===== src/rtl/spu_writeback_pipe.sv =====
// SPU writeback staging: per-pipe shift pipelines align results to a fixed register-table write stage.
// Latency DEPTH-stage+1 cycles from insert to write; no backpressure. Optional forwarding: SPU_WB_FORWARD_EN.
module spu_writeback_pipe #(
    parameter int DEPTH  = 7,
    parameter int ADDR_W = 7,
    parameter int DATA_W = 128
) (
    input  logic              clk,
    input  logic              reset,
    input  logic              res_valid_even,
    input  logic [2:0]        res_stage_even,
    input  logic [ADDR_W-1:0] res_addr_even,
    input  logic [DATA_W-1:0] res_data_even,
    input  logic              res_valid_odd,
    input  logic [2:0]        res_stage_odd,
    input  logic [ADDR_W-1:0] res_addr_odd,
    input  logic [DATA_W-1:0] res_data_odd,
    output logic [ADDR_W-1:0] rt_addr_even,
    output logic [DATA_W-1:0] rt_even,
    output logic              reg_write_even,
    output logic [ADDR_W-1:0] rt_addr_odd,
    output logic [DATA_W-1:0] rt_odd,
    output logic              reg_write_odd,
    output logic              err_stage,
    output logic              err_collide,
    output logic              err_waw
`ifdef SPU_WB_FORWARD_EN
    ,
    input  logic [ADDR_W-1:0] fwd_addr_a,
    input  logic [ADDR_W-1:0] fwd_addr_b,
    output logic              fwd_hit_a,
    output logic              fwd_hit_b,
    output logic [DATA_W-1:0] fwd_data_a,
    output logic [DATA_W-1:0] fwd_data_b
`endif
);

    typedef struct packed {
        logic              vld;
        logic [ADDR_W-1:0] addr;
        logic [DATA_W-1:0] data;
    } slot_t;

    // Index 0 is the even pipe, 1 the odd pipe.
    slot_t slot_q [2][1:DEPTH];
    slot_t slot_d [2][1:DEPTH];

    logic              in_vld   [2];
    logic [2:0]        in_stage [2];
    logic [ADDR_W-1:0] in_addr  [2];
    logic [DATA_W-1:0] in_data  [2];

    logic stage_bad;
    logic collide;
    logic waw;

    assign in_vld[0]   = res_valid_even;
    assign in_stage[0] = res_stage_even;
    assign in_addr[0]  = res_addr_even;
    assign in_data[0]  = res_data_even;
    assign in_vld[1]   = res_valid_odd;
    assign in_stage[1] = res_stage_odd;
    assign in_addr[1]  = res_addr_odd;
    assign in_data[1]  = res_data_odd;

    always_comb begin
        stage_bad = 1'b0;
        collide   = 1'b0;
        for (int p = 0; p < 2; p++) begin
            slot_d[p][1] = '0;
            for (int i = 2; i <= DEPTH; i++) begin
                slot_d[p][i] = slot_q[p][i-1];
            end
            if (in_vld[p]) begin
                if (in_stage[p] == 3'd0 || 32'(in_stage[p]) > DEPTH) begin
                    stage_bad = 1'b1;
                end else begin
                    for (int i = 1; i <= DEPTH; i++) begin
                        if (32'(in_stage[p]) == i) begin
                            if (slot_d[p][i].vld) collide = 1'b1;
                            slot_d[p][i] = {1'b1, in_addr[p], in_data[p]};
                        end
                    end
                end
            end
        end
    end

    // WAW is judged on the registered retiring slots so odd's enable has a short path.
    assign waw = slot_q[0][DEPTH].vld && slot_q[1][DEPTH].vld &&
                 (slot_q[0][DEPTH].addr == slot_q[1][DEPTH].addr);

    always_ff @(posedge clk) begin
        if (reset) begin
            for (int p = 0; p < 2; p++) begin
                for (int i = 1; i <= DEPTH; i++) begin
                    slot_q[p][i] <= '0;
                end
            end
            err_stage   <= 1'b0;
            err_collide <= 1'b0;
            err_waw     <= 1'b0;
        end else begin
            slot_q      <= slot_d;
            err_stage   <= err_stage | stage_bad;
            err_collide <= err_collide | collide;
            err_waw     <= err_waw | waw;
        end
    end

    assign reg_write_even = slot_q[0][DEPTH].vld;
    assign rt_addr_even   = slot_q[0][DEPTH].vld ? slot_q[0][DEPTH].addr : '0;
    assign rt_even        = slot_q[0][DEPTH].vld ? slot_q[0][DEPTH].data : '0;
    assign reg_write_odd  = slot_q[1][DEPTH].vld && !waw;
    assign rt_addr_odd    = slot_q[1][DEPTH].vld ? slot_q[1][DEPTH].addr : '0;
    assign rt_odd         = slot_q[1][DEPTH].vld ? slot_q[1][DEPTH].data : '0;

`ifdef SPU_WB_FORWARD_EN
    // Scan oldest to youngest, odd before even, so the last match is the winner.
    function automatic logic [DATA_W:0] fwd_lookup(input logic [ADDR_W-1:0] a);
        logic [DATA_W:0] r;
        r = '0;
        for (int i = DEPTH; i >= 1; i--) begin
            for (int p = 1; p >= 0; p--) begin
                if (slot_q[p][i].vld && slot_q[p][i].addr == a) r = {1'b1, slot_q[p][i].data};
            end
        end
        return r;
    endfunction

    always_comb begin
        {fwd_hit_a, fwd_data_a} = fwd_lookup(fwd_addr_a);
        {fwd_hit_b, fwd_data_b} = fwd_lookup(fwd_addr_b);
    end
`endif

endmodule

===== config.mk =====
export PLATFORM = sky130hd
export DESIGN_NAME = spu_writeback_pipe
export DESIGN_NICKNAME = d
export VERILOG_FILES = /design/src/rtl/spu_writeback_pipe.sv
export SDC_FILE = /design/constraint.sdc
export NUM_CORES = 2
export LEC_CHECK = 0
export CORE_MARGIN = 4
export CORE_UTILIZATION = 38
export DETAILED_ROUTE_END_ITERATION = 6
export MAX_ROUTING_LAYER = met4
export PLACE_DENSITY_LB_ADDON = 0.08
export SKIP_CTS_REPAIR_TIMING = 1
export SYNTH_ARGS = -nofsm -noshare
export SYNTH_HDL_FRONTEND = slang
export SYNTH_SLANG_ARGS = --single-unit
export TNS_END_PERCENT = 50

===== constraint.sdc =====
create_clock -name clk -period 2 [get_ports clk]
set_input_delay 0.2 -clock clk [delete_from_list [all_inputs] [get_ports clk]]
set_output_delay 0.2 -clock clk [all_outputs]
set_load 0.01 [all_outputs]

---- Yosys cells after proc, flatten, opt, wreduce, memory -nomap -nowiden ----
Index checks and enable logic that the tools add are counted.
word-level totals
  register bits after elaboration ......... 1,907
  output and inout bits ................... 275
  word-level logic and storage cells ...... 135
cells by class
  multiplexer cells ....................... 58
  bitwise operators ....................... 7
  equality and inequality tests ........... 15
  reduce and logical (&&, ||, !) cells .... 10
operators by type and width
  kind                                                                    count
  816-bit 2-to-1 mux                                                      4
  136-bit 2-to-1 mux                                                      14
  128-bit 2-to-1 mux                                                      2
  1-bit 2-to-1 mux                                                        36
  3-bit equality test (second input constant)                             8
  7-bit 2-to-1 mux                                                        2
  3-bit by 2-bit equality test with 1-bit output (second input constant)  4
  4-bit OR reduction                                                      2
  7-bit equality test                                                     1
  3-bit by 1-bit equality test with 1-bit output (second input constant)  2
  3-bit logical NOT                                                       2
  3-bit OR reduction                                                      2
  1-bit NOT                                                               4
  1-bit logical AND                                                       3
  1-bit bitwise OR                                                        3
  1-bit logical NOT                                                       1

---- Logic depth before layout (Yosys ltp) ----
  word-level depth ........................ 33
  mapped depth ............................ 8
  gate-level depth less buffers ........... 4

---- Least setup slack after synthesis ----
OpenSTA, ideal clock, no wires.
  path kind ............................... flip-flop to output port
  start point ............................. reg slot_q, in the netlist reg_write_even
  end point ............................... out rt_even[100]
  setup slack ............................. 0.547 ns
  data required time ...................... 1.800 ns
  buffers on the path ..................... 3
  stages on the path, launching flop included .. 5
  data arrival time ....................... 1.253 ns
  path through ............................ dfxtp_1 -> clkbuf_1 -> clkbuf_1 -> clkbuf_1 -> and2_1
on the way
  word-level cells in the longest chain between the ends .. 1
RTL lines
  element                 line  text
  from (decl)             45    slot_t slot_q [2][1:DEPTH];
  from (signal assigned)  104   slot_q <= slot_d;
  128-bit 2-to-1 mux      113   assign rt_even = slot_q[0][DEPTH].vld ? slot_q[0][DEPTH].data : '0;
  to (decl)               19    output logic [DATA_W-1:0] rt_even,
Every way passes these cells.

---- Worst setup path in the final report ----
  start point ............................. reg slot_q, in the netlist reg_write_even
  end point ............................... out rt_even[77]
Same word-level chain as after synthesis.

==> flow_summary.html <==
<table>
<tr><th>Metric</th><th>Value</th></tr>
<tr><th colspan="2">Layout</th></tr>
<tr><td>Share of post-route cells with drive strength above 1</td><td>approximately a tenth</td></tr>
<tr><td>Leading cell type in the layout, fill and taps excluded</td><td>sky130_fd_sc_hd__nand2_1</td></tr>
<tr><td>Commonest cells after routing, fill and taps aside</td><td>sky130_fd_sc_hd__nand2_1 (3234), sky130_fd_sc_hd__dfxtp_1 (1902), sky130_fd_sc_hd__a21oi_1 (1622), sky130_fd_sc_hd__and2_1 (510), sky130_fd_sc_hd__clkdlybuf4s50_1 (410)</td></tr>
<tr><td>Number of filler instances in the final layout</td><td>16428</td></tr>
<tr><td>Final cell count without fillers</td><td>10917</td></tr>
<tr><td>P&amp;R area growth vs syn</td><td>26.55%</td></tr>
<tr><td>Number of nets in the finished design</td><td>8799</td></tr>
<tr><td>Final standard cell utilization of the core</td><td>48.51%</td></tr>
<tr><th colspan="2">Die</th></tr>
<tr><td>Vertical extent of the die</td><td>422.2 µm</td></tr>
<tr><td>Number of placement rows</td><td>151</td></tr>
<tr><td>Initial core utilization</td><td>between 30% and 40%</td></tr>
<tr><td>Total die area</td><td>178200 µm²</td></tr>
<tr><td>Total I/O pin count</td><td>555</td></tr>
<tr><td>Horiz. Die Dim</td><td>422.2 µm</td></tr>
<tr><td>Floorplan Core Area</td><td>170000 µm²</td></tr>
<tr><th colspan="2">Routing</th></tr>
<tr><td>1st-iter DRT viols</td><td>3416</td></tr>
<tr><td>Avg WL per Cell</td><td>18.31 µm</td></tr>
<tr><td>Via density per instance</td><td>around 5</td></tr>
<tr><td>Total Wirelength</td><td>199900 µm</td></tr>
<tr><td>Number of iterations in the first detailed-routing pass</td><td>5</td></tr>
<tr><td>Number of remaining DRC errors</td><td>0</td></tr>
<tr><td>Number of vias in the routed layout</td><td>around 54000</td></tr>
<tr><td>Remaining antenna violation count</td><td>0</td></tr>
<tr><th colspan="2">Power</th></tr>
<tr><td>Fraction of power spent switching nets</td><td>around 22%</td></tr>
<tr><td>Leak</td><td>29.80 nW</td></tr>
<tr><td>Internal power consumption</td><td>a little over 60 mW</td></tr>
<tr><td>Peak supply drop</td><td>0.8490 mV</td></tr>
<tr><td>Logic pwr share</td><td>5.3%</td></tr>
<tr><td>Psw</td><td>17.96 mW</td></tr>
<tr><td>Sequential share of power</td><td>48.7%</td></tr>
<tr><td>Clk pwr share</td><td>a little under half</td></tr>
<tr><td>Overall power of the completed layout</td><td>~80 mW</td></tr>
<tr><td>Areal power density over the cells</td><td>968.4 nW/µm²</td></tr>
<tr><th colspan="2">Timing</th></tr>
<tr><td>Highest achievable clock rate</td><td>404.5 MHz</td></tr>
<tr><td>Final setup slack of the worst path</td><td>-0.4723 ns</td></tr>
<tr><td>Count of endpoints failing hold in the final timing report</td><td>0</td></tr>
<tr><td>Time the final worst path needs with I/O delays and setup</td><td>2.472 ns</td></tr>
<tr><td>Final setup violation count</td><td>252</td></tr>
<tr><td>Final Slew Violations</td><td>0</td></tr>
<tr><td>Setup repair after global routing missed its margin</td><td>true</td></tr>
<tr><td>Final setup TNS</td><td>-66.05 ns</td></tr>
<tr><td>Worst Max-Slew Pin Slew</td><td>between 0.7 and 0.8 ns</td></tr>
<tr><td>Worst Clk Skew</td><td>0.01984 ns</td></tr>
<tr><td>Worst slew margin</td><td>50.15%</td></tr>
<tr><td>Fin crit share</td><td>123.6%</td></tr>
<tr><th colspan="2">Critical path</th></tr>
<tr><td>Launching point of the worst reg2reg path</td><td>slot_q[951]</td></tr>
<tr><td>Critical register-to-register path endpoint</td><td>err_collide</td></tr>
<tr><td>Register-to-register setup slack</td><td>~0.48 ns</td></tr>
<tr><td>Worst Path Max Fanout</td><td>7</td></tr>
<tr><td>Capture point of the worst path</td><td>rt_even[77]</td></tr>
<tr><td>Category of the worst setup path launch point</td><td>flop</td></tr>
<tr><td>Kind of critical path</td><td>reg2out</td></tr>
<tr><td>Critical path required time</td><td>roughly 1.8 ns</td></tr>
<tr><td>Launching instance or port of the critical path</td><td>reg_write_even</td></tr>
<tr><td>Data arrival time of the critical path</td><td>approximately 2.3 ns</td></tr>
<tr><td>Type of destination of the critical path</td><td>primary output</td></tr>
<tr><td>FF-to-FF path depth</td><td>5</td></tr>
<tr><th colspan="2">Synthesis</th></tr>
<tr><td>Dominant register cell in the synthesized netlist</td><td>sky130_fd_sc_hd__dfxtp_1</td></tr>
<tr><td>Post-Synth Simple-Gate Area</td><td>24.54%</td></tr>
<tr><td>Post-synthesis async set-or-reset flop share</td><td>0%</td></tr>
<tr><td>Fraction of the yosys area taken by sequential cells</td><td>between 50% and 60%</td></tr>
<tr><td>Syn Area/Cell</td><td>between 8 and 9 µm²</td></tr>
<tr><td>Adder-cell share of the synthesized area</td><td>0%</td></tr>
<tr><td>Post-Synthesis Net Count</td><td>just over 8000</td></tr>
<tr><td>Total of warnings raised by yosys</td><td>0</td></tr>
<tr><td>Xor/xnor share of the synthesized area</td><td>0.09406%</td></tr>
<tr><td>Count of cell types in the netlist</td><td>40</td></tr>
<tr><td>Number of instances in the synthesized netlist</td><td>7998</td></tr>
<tr><td>Number of enable-type register cells in the synthesized netlist</td><td>0</td></tr>
<tr><td>Area fraction in compound gates after synthesis</td><td>12.51%</td></tr>
<tr><td>Total standard cell area after synthesis</td><td>65180 µm²</td></tr>
<tr><td>Number of synthesized register bits</td><td>1907</td></tr>
<tr><td>Share of cell area taken by muxes after synthesis</td><td>0.08446%</td></tr>
<tr><td>Largest family of logic cells by synthesized area</td><td>simple AND/OR/NAND/NOR gates</td></tr>
<tr><th colspan="2">Clocking</th></tr>
<tr><td>Clk Tree Root Cell</td><td>sky130_fd_sc_hd__clkbuf_16</td></tr>
<tr><td>CTS Buffer Depth</td><td>3</td></tr>
<tr><td>TritonCTS clock tree</td><td>yes</td></tr>
<tr><td>Source-to-sink clock delay at the later pin of the worst-skew pair</td><td>about 0.82 ns</td></tr>
<tr><td>CTS H-tree lvls</td><td>4</td></tr>
<tr><td>Clock transition at path regs</td><td>0.06 ns</td></tr>
<tr><td>TritonCTS sink count</td><td>1907</td></tr>
<tr><td>Cts bufs inserted</td><td>200</td></tr>
<tr><th colspan="2">GRT</th></tr>
<tr><td>Met1 global-route usage</td><td>27.88%</td></tr>
<tr><td>Antenna violations before repair</td><td>35</td></tr>
<tr><td>Most congested layer reported by global routing</td><td>met2</td></tr>
<tr><td>Global-route wire length before repair</td><td>307300 µm</td></tr>
<tr><td>Maximum number of pins on one net before global-route repair</td><td>130</td></tr>
<tr><td>Met2 usage</td><td>approximately 36%</td></tr>
<tr><td>Number of global-route vias before repair</td><td>51340</td></tr>
<tr><td>GR Util All Layers</td><td>22.16%</td></tr>
<tr><td>Met3 track demand over resource</td><td>approximately 3.2%</td></tr>
<tr><td>GRT overflow</td><td>0</td></tr>
<tr><th colspan="2">Placed design</th></tr>
<tr><td>Dpl ws</td><td>-0.2818 ns</td></tr>
<tr><td>Placer Congestion</td><td>about 0.79</td></tr>
<tr><td>Half-perimeter wire length of the detailed placement result</td><td>124800 µm</td></tr>
<tr><td>IO Port Bufs</td><td>554</td></tr>
<tr><td>Number of cells after detailed placement</td><td>10497</td></tr>
<tr><th colspan="2">Hold path</th></tr>
<tr><td>Class of the most critical hold timing path</td><td>in2reg</td></tr>
<tr><th colspan="2">Run status</th></tr>
<tr><td>Outcome</td><td>finished, violations left</td></tr>
<tr><td>Failing checks</td><td>negative setup slack</td></tr>
<tr><th colspan="2">Run</th></tr>
<tr><td>Max-cap violations</td><td>0</td></tr>
</table>
## metal layers
layer / share of wire (%) / up-vias / wire length [µm]
li1: - / 26450 / -
met1: 45 / 25709 / 90340
met2: 48 / 1019 / 95040
met3: 3.7 / 330 / 7415
met4: 3.6 / 0 / 7108
met5: 0 / - / 0
## cell type report
| class | instances | area, µm² | share of cell area, % |
|---|---|---|---|
| clock buffer | 308 | 5907 | 7.161 |
| inverter | 4 | 15.01 | 0.01820 |
| clock inverter | 54 | 614.3 | 0.7448 |
| antenna | 20 | 50.05 | 0.06067 |
| multi-input combinational | 5490 | 24450 | 29.64 |
| tap | 2218 | 2775 | 3.364 |
| timing repair buffer | 916 | 10490 | 12.72 |
| sequential | 1907 | 38190 | 46.29 |
## power groups by stage
stage	logic, mW	registers (mW)	clock network, mW
6_report	4.23	38.9	36.8
2_1_floorplan	1.80	39.6	0
3_3_place_gp	4.13	39.7	0
3_5_place_dp	4.16	39.7	0
4_1_cts	4.18	38.9	37.7
5_1_grt	4.63	38.9	39.3
## flip-flops by register name, indices dropped and copies added, names as in the netlist
name / flops
err_collide: 1
err_stage: 1
err_waw: 1
reg_write_even: 1
slot_q: 1903
## cells by family (layout without fill, tap and decap cells)
kind of cell	Yosys count	in the layout
AO/OA/AOI/OAI	1627	1627
other	0	20
XOR/XNOR	7	7
multiplexers	4	4
buffers and inverters	601	1282
AND/OR/NAND/NOR	3852	3852
flip-flops	1907	1907
## Yosys cell counts, types with 2 or more instances
cell | number | share of area (%)
sky130_fd_sc_hd__xnor2_1 | 3 | 0.040
sky130_fd_sc_hd__mux2_2 | 2 | 0.035
sky130_fd_sc_hd__nor3b_1 | 2 | 0.023
sky130_fd_sc_hd__dfxtp_1 | 1907 | 59
sky130_fd_sc_hd__nor2b_1 | 3 | 0.029
sky130_fd_sc_hd__nand2_2 | 5 | 0.048
sky130_fd_sc_hd__nand3_1 | 10 | 0.077
sky130_fd_sc_hd__nand2_1 | 3234 | 19
sky130_fd_sc_hd__nand4_1 | 3 | 0.029
sky130_fd_sc_hd__clkbuf_2 | 4 | 0.031
sky130_fd_sc_hd__and2_1 | 542 | 5.2
sky130_fd_sc_hd__xor2_1 | 4 | 0.054
sky130_fd_sc_hd__nor3_1 | 3 | 0.023
sky130_fd_sc_hd__nand2b_1 | 2 | 0.019
sky130_fd_sc_hd__clkbuf_1 | 341 | 2.0
sky130_fd_sc_hd__inv_1 | 4 | 0.023
sky130_fd_sc_hd__buf_6 | 8 | 0.14
sky130_fd_sc_hd__or3_1 | 4 | 0.038
sky130_fd_sc_hd__nor2_4 | 6 | 0.10
sky130_fd_sc_hd__buf_1 | 20 | 0.12
sky130_fd_sc_hd__nor2_1 | 26 | 0.15
sky130_fd_sc_hd__buf_2 | 169 | 1.3
sky130_fd_sc_hd__and3_1 | 3 | 0.029
sky130_fd_sc_hd__a31oi_1 | 2 | 0.019
sky130_fd_sc_hd__a21oi_1 | 1622 | 12
sky130_fd_sc_hd__buf_4 | 55 | 0.63
## worst min-delay path by stage
| stage | start | to | slack, ns | cells after the start |
|---|---|---|---|---|
| floorplan | res_data_even[0] | slot_q[1768] | 0.32 | 1 |
| global placement | slot_q[330] | slot_q[194] | 0.42 | 2 |
| detailed placement | slot_q[1393] | slot_q[1257] | 0.43 | 2 |
| CTS | reset | slot_q[1548] | -0.26 | 2 |
| global route | res_data_even[38] | slot_q[1262] | 0.07 | 3 |
| finish | res_data_odd[101] | slot_q[645] | 0.10 | 3 |
## worst max-delay path, stage by stage (launching register included)
cell and delay (ns):
sky130_fd_sc_hd__dfxtp_4 0.40, sky130_fd_sc_hd__buf_4 0.17, sky130_fd_sc_hd__clkbuf_16 0.16, sky130_fd_sc_hd__and2_1 0.18, sky130_fd_sc_hd__clkdlybuf4s50_1 0.56
## per-stage QoR
stage	hold slack (ns)	instance area (µm²)
CTS	-0.2567	82030
global route	0.07466	82480
detailed placement	0.4262	75510
global placement	0.4228	75510
finish	0.1020	82490
floorplan	0.3217	65180
(Power assumes the default switching activity.)
